<file path="src/rtl/bee_pkg.sv">
// rtl/bee_pkg.sv - shared types and constants for the bee release scheduler
package bee_pkg;

    localparam int NUM_BEES_MAX = 8;
    localparam int IDX_W        = 3;
    // Wide enough for the largest interval plus the 0..15 jitter extension.
    localparam int CNT_W        = 11;

    typedef enum logic [1:0] {
        STOPPED = 2'd0,
        WAIT    = 2'd1,
        SELECT  = 2'd2,
        RELEASE = 2'd3
    } bee_state_e;

endpackage

</file>
<file path="src/rtl/bee_rr_picker.sv">
// rtl/bee_rr_picker.sv - rotating-priority search for the first idle bee at or after rrPtr
module bee_rr_picker
    import bee_pkg::*;
#(
    parameter int NUM_BEES = 4
) (
    input  logic [NUM_BEES-1:0] beeIdle,
    input  logic [IDX_W-1:0]    rrPtr,
    output logic                found,
    output logic [IDX_W-1:0]    idx
);

    logic [NUM_BEES_MAX-1:0] w_idle;

    assign w_idle = NUM_BEES_MAX'(beeIdle);

    // Walk offsets from farthest to nearest so the nearest idle bee wins.
    always_comb begin
        logic [IDX_W:0] w_cand;
        found  = 1'b0;
        idx    = '0;
        w_cand = '0;
        for (int k = NUM_BEES - 1; k >= 0; k--) begin
            w_cand = {1'b0, rrPtr} + (IDX_W + 1)'(k);
            if (w_cand >= (IDX_W + 1)'(NUM_BEES)) begin
                w_cand = w_cand - (IDX_W + 1)'(NUM_BEES);
            end
            if (w_idle[w_cand[IDX_W-1:0]]) begin
                found = 1'b1;
                idx   = w_cand[IDX_W-1:0];
            end
        end
    end

endmodule

</file>
<file path="src/rtl/bee_release_scheduler.sv">
// rtl/bee_release_scheduler.sv - frame-paced round-robin release of idle bees
// Optional reload jitter: define BEE_RELEASE_JITTER_EN.
module bee_release_scheduler
    import bee_pkg::*;
#(
    parameter int         NUM_BEES         = 4,
    parameter int         RELEASE_INTERVAL = 120,
    parameter logic [7:0] LFSR_SEED        = 8'hA5
) (
    input  logic                clk,
    input  logic                reset,
    input  logic                frameTick,
    input  logic                gameActive,
    input  logic [NUM_BEES-1:0] beeIdle,
    output logic [NUM_BEES-1:0] releaseBee,
    output logic [7:0]          releaseCount,
    output logic                stalled
);

    bee_state_e       r_state;
    bee_state_e       w_state_nxt;
    logic [CNT_W-1:0] r_countdown;
    logic [CNT_W-1:0] w_countdown_nxt;
    logic [IDX_W-1:0] r_rr_ptr;
    logic [IDX_W-1:0] w_rr_ptr_nxt;
    logic [IDX_W-1:0] r_sel_idx;
    logic [IDX_W-1:0] w_sel_idx_nxt;
    logic [7:0]       r_count;
    logic [7:0]       w_count_nxt;
    logic             r_stalled;
    logic             w_stalled_nxt;
    logic             w_found;
    logic [IDX_W-1:0] w_pick;
    logic [CNT_W-1:0] w_reload;

`ifdef BEE_RELEASE_JITTER_EN
    logic [7:0] r_lfsr;
    logic       w_lfsr_fb;

    assign w_lfsr_fb = r_lfsr[7] ^ r_lfsr[5] ^ r_lfsr[4] ^ r_lfsr[3];

    always_ff @(posedge clk) begin
        if (reset) begin
            r_lfsr <= LFSR_SEED;
        end else begin
            r_lfsr <= {r_lfsr[6:0], w_lfsr_fb};
        end
    end

    assign w_reload = CNT_W'(RELEASE_INTERVAL) + CNT_W'(r_lfsr[3:0]);
`else
    logic w_unused_seed;

    assign w_unused_seed = ^LFSR_SEED;
    assign w_reload      = CNT_W'(RELEASE_INTERVAL);
`endif

    bee_rr_picker #(
        .NUM_BEES (NUM_BEES)
    ) u_picker (
        .beeIdle (beeIdle),
        .rrPtr   (r_rr_ptr),
        .found   (w_found),
        .idx     (w_pick)
    );

    always_ff @(posedge clk) begin
        if (reset) begin
            r_state     <= STOPPED;
            r_countdown <= '0;
            r_rr_ptr    <= '0;
            r_sel_idx   <= '0;
            r_count     <= '0;
            r_stalled   <= 1'b0;
        end else begin
            r_state     <= w_state_nxt;
            r_countdown <= w_countdown_nxt;
            r_rr_ptr    <= w_rr_ptr_nxt;
            r_sel_idx   <= w_sel_idx_nxt;
            r_count     <= w_count_nxt;
            r_stalled   <= w_stalled_nxt;
        end
    end

    always_comb begin
        w_state_nxt     = r_state;
        w_countdown_nxt = r_countdown;
        w_rr_ptr_nxt    = r_rr_ptr;
        w_sel_idx_nxt   = r_sel_idx;
        w_count_nxt     = r_count;
        w_stalled_nxt   = 1'b0;
        case (r_state)
            STOPPED: begin
                if (gameActive) begin
                    w_state_nxt     = WAIT;
                    w_countdown_nxt = w_reload;
                end
            end
            WAIT: begin
                if (!gameActive) begin
                    w_state_nxt     = STOPPED;
                    w_countdown_nxt = '0;
                end else if (frameTick) begin
                    if (r_countdown <= CNT_W'(1)) begin
                        w_state_nxt     = SELECT;
                        w_countdown_nxt = '0;
                    end else begin
                        w_countdown_nxt = r_countdown - CNT_W'(1);
                    end
                end
            end
            SELECT: begin
                if (!gameActive) begin
                    w_state_nxt     = STOPPED;
                    w_countdown_nxt = '0;
                end else if (w_found) begin
                    w_state_nxt   = RELEASE;
                    w_sel_idx_nxt = w_pick;
                end else begin
                    w_stalled_nxt = 1'b1;
                end
            end
            RELEASE: begin
                // The pulse always completes, even if play stops during it.
                if (r_count != 8'hFF) begin
                    w_count_nxt = r_count + 8'd1;
                end
                w_rr_ptr_nxt = (r_sel_idx == IDX_W'(NUM_BEES - 1)) ? '0 : r_sel_idx + IDX_W'(1);
                if (gameActive) begin
                    w_state_nxt     = WAIT;
                    w_countdown_nxt = w_reload;
                end else begin
                    w_state_nxt     = STOPPED;
                    w_countdown_nxt = '0;
                end
            end
            default: begin
                w_state_nxt     = STOPPED;
                w_countdown_nxt = '0;
            end
        endcase
    end

    assign releaseBee   = (r_state == RELEASE) ? (NUM_BEES'(1) << r_sel_idx) : '0;
    assign releaseCount = r_count;
    assign stalled      = r_stalled;

endmodule

</file>
<file path="config.mk">
export PLATFORM = sky130hd
export DESIGN_NAME = bee_release_scheduler
export DESIGN_NICKNAME = d
export VERILOG_FILES = /design/src/rtl/bee_pkg.sv /design/src/rtl/bee_rr_picker.sv /design/src/rtl/bee_release_scheduler.sv
export SDC_FILE = /design/constraint.sdc
export NUM_CORES = 1
export LEC_CHECK = 0
export CORE_MARGIN = 2
export CORE_UTILIZATION = 30
export DETAILED_ROUTE_END_ITERATION = 8
export GPL_TIMING_DRIVEN = 0
export HOLD_SLACK_MARGIN = 0.1
export SYNTH_ARGS = -nofsm -noshare
export SYNTH_HDL_FRONTEND = slang
export SYNTH_SLANG_ARGS = --single-unit
</file>
<file path="constraint.sdc">
create_clock -name clk -period 5.7 [get_ports clk]
set_clock_uncertainty 0.15 [all_clocks]
set_input_delay 0.855 -clock clk [delete_from_list [all_inputs] [get_ports clk]]
set_output_delay 0.855 -clock clk [all_outputs]
set_load 0.005 [all_outputs]
</file>
Yosys cells after proc, flatten, opt, wreduce, memory -nomap -nowiden:

Index checks and enable logic that the tools add are counted.
Widths: inputs -> output; s select.

* output and inout bits: 13
* logic and storage cells: 82
* register bits: 28
* bits of input ports: 8

* muxes and demuxes: 38
* eq/ne operators: 10
* order comparisons: 9
* bitwise operators: 2
* shifts and indexed selects: 1
* reductions and logical operators: 6
* $add $sub $neg: 10

Operators with widths (number)
* $mux 11: 5
* $pmux 11 s4: 1
* $mux 3: 9
* $lt 3x4->1 const B: 4
* $bmux 1 s3: 4
* $ge 4x3->1 const B: 3
* $mux 2: 6
* $sub 3x3->3 const B: 4
* $le 11x1->1 const B: 1
* $sub 11x1->11 const B: 1
* $mux 1: 10
* $add 3x2->4 const B: 2
* $add 8x1->8 const B: 1
* $ne 8x8->1 const B: 1
* $pmux 2 s4: 1
* $mux 7: 1
* $ne 3x3->1 const B: 2
* $reduce_and 3->1: 2
* $add 3x1->4 const B: 1
* $eq 2x2->1 const B: 2
* $mux 4: 1
* $ne 2x2->1 const B: 2
* $reduce_and 4->1: 1
* $shl 1x3->4 const A: 1
* 9 further kinds: 10

Logic depth before layout (Yosys ltp):

Gate-level depths: netlist of the first run.

* depth after elaboration: 12
* depth in mapped cells: 8
* mapped depth without buffers: 7

Hierarchy:

A second synthesis of the first run with hierarchy kept.

* cells, all modules: 224
* area total of the unflattened synthesis: 1901.8 µm²

By module, submodules not included
* bee_release_scheduler: seq. area each 560.5 µm², cells each 187, area an instance 1591.5 µm², instances 1
* bee_rr_picker: seq. area each 0.0 µm², cells each 37, area an instance 310.3 µm², instances 1

Worst setup path after synthesis of the first run:

No wires, ideal clock.

* path type: input to register
* from: input gameActive
* to: register r_countdown[10]
* stages: 6
* required time: 5.480 ns
* path buffers: 1
* path slack: 3.363 ns
* library setup time: 0.070 ns
* arrival: 2.117 ns
* cells stage by stage: buf_4 > and3b_1 > o21bai_1 > nand4_1 > or4_1 > a21oi_1

* word-level cells in the longest chain between the ends: 2
* elaborated cells between the ends (all ways): 6
* classes of those cells: 3 x eq/ne; 2 x mux; 1 x reduce/logical

Ends and longest elaborated chain
* start, declared: line bee_release_scheduler.sv:13 `input logic gameActive,`
* $mux 11 (tied with other cells): line bee_release_scheduler.sv:100 `if (!gameActive) begin`
* $pmux 11 s4 or $reduce_and 3->1 (tied branches)
* end signal, assigned: line bee_release_scheduler.sv:77 `r_countdown <= w_countdown_nxt;`
* end, declared: line bee_release_scheduler.sv:22 `logic [CNT_W-1:0] r_countdown;`

Several ways; a longest one is shown, not always the timed one.
A chain may end at the register's enable or synchronous reset.

Worst setup path after layout of the first run:

* from: register r_state[0]
* to: output releaseBee[1]

* word-level cells in the longest chain between the ends: 2

Ends and longest elaborated chain
* start, declared: line bee_release_scheduler.sv:20 `bee_state_e r_state;`
* start signal, assigned: line bee_release_scheduler.sv:76 `r_state <= w_state_nxt;`
* $eq 2x2->1: line bee_release_scheduler.sv:144 `assign releaseBee = (r_state == RELEASE) ? (NUM_BEES'(1) << r_sel_idx) : '0;`
* $mux 4: line bee_release_scheduler.sv:144
* end, declared: line bee_release_scheduler.sv:15 `output logic [NUM_BEES-1:0] releaseBee,`

Every way passes these cells.

==> results.cfg, run 1 <==
[synthesis]
yosysTopAreaCellShare = 0.324
synth-adder-area-share = 0.0651
synth_compound_area_frac = 0.194
ys_top_cells_by_area = dfxtp_1, ha_1, nor2_1
synth_edf_count = 0
yosysSeqAreaShare = 0.324
mappedNetlistNets = 230
synthArstFlopShare = 0
yosys_register_bits = 28
synthTopCellsByCount = dfxtp_1, nor2_1, a21oi_1
synth_cell_type_count = 48
synth_top_family_by_area = simple AND/OR/NAND/NOR gates
synth_ff_type = dfxtp_1
syn_area_per_cell_sq_um = 8.12
syn-cell-area_sq_mm = 0.00173
synthXorXnorAreaFrac = 0.0557
yosysTopAreaCell = dfxtp_1
synthCells = 213
synth-warning-count = 0
synth-simple-area-share = 0.272
synth_mux_area_frac = 0.0412

[place]
port_buffers = 18
gp_congestion = 0.873
place_ws_ps = 2800
hpwl_microns = 2660
dp.cells = 303
dpl-instance-area_sq_mm = 0.00200

[die]
core-area_sq_mm = 0.00554
fp-row-count = 27
die_area_sq_mm = 0.00639
die_w_microns = 79.9
initial_utilization = 0.312
dieHeight_microns = 79.9
io_pins = 21

[timing]
tightest_slew_ps = 485
fin_setup_tns_ps = 0
drv_slew = 0
setup_slack_ps = 3020
hold_viol = 0
slew_headroom = 0.674
rsz0062_at_grt = no
setup_viol = 0
fmax_mhz = 373
min_period_over_period = 0.470
period_needed_ps = 2680

[global_route]
overflow = 0
grt_pass1_wl_microns = 6350
antenna_found_initial = 0
grt_max_degree = 16
grtUsageTotal = 0.123
grt_pass1_vias = 1371

[finish]
ff_latch_area_sq_um = 561
multi_input_area_sq_mm = 0.00109
area_growth_pct = 18.8
drive_gt1_frac = 0.0553
diodes = 0
nNetsFinal = 253
final_cells = 307
fill_cells = 602
final_cell_area_sq_mm = 0.00206

[clock_tree]
cts_resized = 0
tritoncts = built
post_cts.repair.setup_buffers = 0
cts_sinks = 28
cts_root_buf = clkbuf_8
h-tree-depth = 1
cts_made_buffers = 3
insertion_delay_ps = 280
clk_pin_slew_ps = 100
clock_path_buffers = 2
cts_hold_buf = 0

[worst_setup_path]
startpoint_type = flip-flop
worstSetupStartpoint = r_state[0]
required_ps = 4700
arrival_ps = 1680
reg2reg_from = r_rr_ptr[0]
crit_type = flip-flop to primary output
cp-end-kind = primary output
path_max_fanout = 7

[drt]
vias = 1538
avgViaCountPerCell = 5.01
drtPass1Iterations = 4
wl_per_cell_microns = 12.0
ant_nets = 0
drt_iter0_drc = 69
wl_microns = 3680
drc = 0

[run_status]
status = finished, final reports clean

[power_and_ir_drop]
power_density_mw_per_mm2 = 205
p_leak_nw = 0.775
finalPower_uw = 422
ir_worst_vdd_mv = 0.0722

[min_path]
hold_start = r_sel_idx[1]
hp-class = flip-flop to flip-flop

[job]
maxCapViolCount = 0
==> where the power goes <==
group | total [mW] | internal [mW] | switching, mW
registers | 0.213 | 0.204 | 0.00908
clock network | 0.125 | 0.0619 | 0.0634
logic | 0.0835 | 0.0375 | 0.0460
==> sequential cells by signal, indices dropped and copies added, names as in the netlist <==
signal,count
r_rr_ptr,3
r_countdown,11
stalled,1
r_state,2
r_sel_idx,3
releaseCount,8
==> cell families (layout without fill, tap and decap cells) <==
| kind of cell | count (synthesis) | after routing |
|---|---|---|
| AND/OR/NAND/NOR | 91 | 91 |
| XOR/XNOR | 11 | 11 |
| adder cells (fa/ha/maj) | 9 | 9 |
| buffers and inverters | 19 | 41 |
| flip-flops | 28 | 28 |
| AO/OA/AOI/OAI | 48 | 48 |
| multiplexers | 7 | 7 |
==> final timing paths <==
kind,to,slack [ps],cells past startpoint
hold reg to reg,r_sel_idx[1],360,2
hold / removal,r_sel_idx[1],360,2
setup reg to reg,stalled,3060,7
setup / recovery,releaseBee[1],3020,3
==> critical path, cell delays in order (launching register included) <==
cell and delay [ps]:
dfxtp_1 460, and2_1 270, and3_1 180, clkdlybuf4s50_1 490
==> stage by stage <==
stage	hold WS, ps	utilization
after floorplan	318	-
after global placement	338	0.361
after detailed placement	344	0.361
after CTS	361	0.371
after global routing	410	0.371
final	362	0.371
==> metal layers <==
layer	track usage	wire length, microns
met2	0.181	1530
met1	0.174	1960
met5	0	0
met3	0.0215	121
met4	0.0525	72
==> layout by cell type, fill, tap and decap left out, types with 4 or more instances in the layout <==
cell type        netlist  routed
inv_1                 13      13
dfxtp_1               28      28
nand2_1               14      14
a21oi_1               16      16
nor3_1                11      11
xnor2_1                6       6
and3_1                 7       7
o21ai_0                7       7
nand2b_1               6       6
clkdlybuf4s50_1        0      18
nand4_1                4       4
ha_1                   9       9
mux2i_1                6       6
xor2_1                 5       5
a211oi_1               4       4
nor2_1                28      28
clkbuf_8               0       4
or3_1                  4       4
==> layout make-up <==
cell class	count	area share
Timing Repair Buffer	18	0.0876
Tap cell	72	0.0438
Inverter	13	0.0237
Buffer	6	0.0170
Clock buffer	4	0.0268
Multi-Input combinational cell	166	0.528
Sequential cell	28	0.273
Note: power is estimated with default switching activity, not from simulation.
==> inputs of run 2 (changes only) <==
clock period = 2.65 ns   (was 5.7 ns; I/O delays follow)
==> run 2 against run 1 <==
Hold slack worse by 200 ps. Highest routed layer unchanged. Combinational power increased by 120%. Cell area rose by 0.30%.
==> results.cfg, run 2 (synthesized netlist as in run 1, its figures left out) <==
[run_status]
status = finished, final reports clean

[finish]
ff_latch_area_sq_um = 561
multi_input_area_sq_mm = 0.00109
fill_cells = 600
layout_common_cells = nor2_1, dfxtp_1, clkdlybuf4s50_1
final_cell_area_sq_mm = 0.00206
nNetsFinal = 253
drive_gt1_frac = 0.0638
final_core_util = 0.372
diodes = 0
top_register = r_countdown
area_growth_pct = 19.2
largest_reg_flops = 11

[drt]
drc = 0
drtPass1Iterations = 4
wl_per_cell_microns = 12.0
ant_nets = 0
wl_microns = 3690
drt_iter0_drc = 67
avgViaCountPerCell = 5.02
vias = 1541

[worst_setup_path]
crit_type = flip-flop to flip-flop
required_ps = 2660
worst-path-buf-inv = 2
cp-end-kind = flip-flop
worstPathCellList = clkbuf_2 > inv_1 > ha_1 > nand2b_1 > a211o_1 > a32o_1 > o221ai_1 > mux2i_1
slowest_stage = ha_1
critical_path.top_delay_family = compound AO/OA/AOI/OAI gates
path_max_fanout = 10
slowest_delay_ps = 400
arrival_ps = 2410
startpoint_type = flip-flop

[min_path]
hp-class = input port to flip-flop

[timing]
period_needed_ps = 2400
min_period_over_period = 0.905
tightest_slew_ps = 485
slew_headroom = 0.674
fmax_mhz = 417
setup_slack_ps = 252
fin_setup_tns_ps = 0
hold_viol = 0
setup_viol = 0
drv_slew = 0
rsz0062_at_grt = no

[global_route]
antenna_found_initial = 0
grt_pass1_wl_microns = 6350
grt_pass1_vias = 1371
grt_max_degree = 16
overflow = 0
grtUsageTotal = 0.123

[die]
die_area_sq_mm = 0.00639
initial_utilization = 0.312
die_w_microns = 79.9
dieHeight_microns = 79.9
io_pins = 21
fp-row-count = 27
core-area_sq_mm = 0.00554

[clock_tree]
clock_path_buffers = 2
cts_made_buffers = 3
cts_sinks = 28
clk_pin_slew_ps = 100
cts_root_buf = clkbuf_8
cts_hold_buf = 0
tritoncts = built
post_cts.repair.setup_buffers = 0
h-tree-depth = 1
insertion_delay_ps = 280

[place]
dpl-instance-area_sq_mm = 0.00200
gp_congestion = 0.873
place_ws_ps = 30.1
port_buffers = 18
hpwl_microns = 2660

[power_and_ir_drop]
power_density_mw_per_mm2 = 441
finalPower_uw = 909
ir_worst_vdd_mv = 0.155
p_leak_nw = 0.779

[job]
maxCapViolCount = 0
[run 2: what timing repair did]
action                                  4_1_cts  5_1_grt
endpoints found under the setup margin        1        1
resized for setup                             1        1
cloned                                        0        0
hold endpoints to repair                      0        0
[run 2: final cells by class]
type / count / area share
repair buffers: 18 / 0.0874
flip-flops and latches: 28 / 0.272
plain buffers: 6 / 0.0176
multi-input cells: 166 / 0.529
clock buffers: 4 / 0.0267
well taps: 72 / 0.0437
inverters: 13 / 0.0237
[run 2: path summary, 6_finish.rpt]
path | cells after the start | slack, ps | endpoint | start
setup / recovery | 8 | 250 | r_sel_idx[1] | r_rr_ptr[0]
hold / removal | 2 | 170 | r_state[0] | reset
hold reg to reg | 2 | 360 | r_sel_idx[1] | r_sel_idx[1]
setup reg to reg | 8 | 250 | r_sel_idx[1] | r_rr_ptr[0]
[run 2: power by group]
part	switching, mW	leakage, nW	internal (mW)
clock network	0.136	0.0288	0.133
logic	0.0994	0.522	0.0810
registers	0.0195	0.228	0.439
[run 2: routing by layer]
metal | global-route usage | wire, microns
met3 | 0.0215 | 130
met5 | 0 | 0
met2 | 0.181 | 1540
met4 | 0.0525 | 72
met1 | 0.174 | 1950
[run 2: metrics by stage]
stage / std cells / hold WS (ps)
after floorplan: 213 / 318
after global placement: 303 / 338
after detailed placement: 303 / 344
after CTS: 307 / 167
after global routing: 307 / 171
final: 307 / 166
==> inputs of run 3 (changes only) <==
SKIP_LAST_GASP = 1   (was unset)
==> results of run 3 <==
No change in the layout: final DEF, timing and power equal those of run 2.
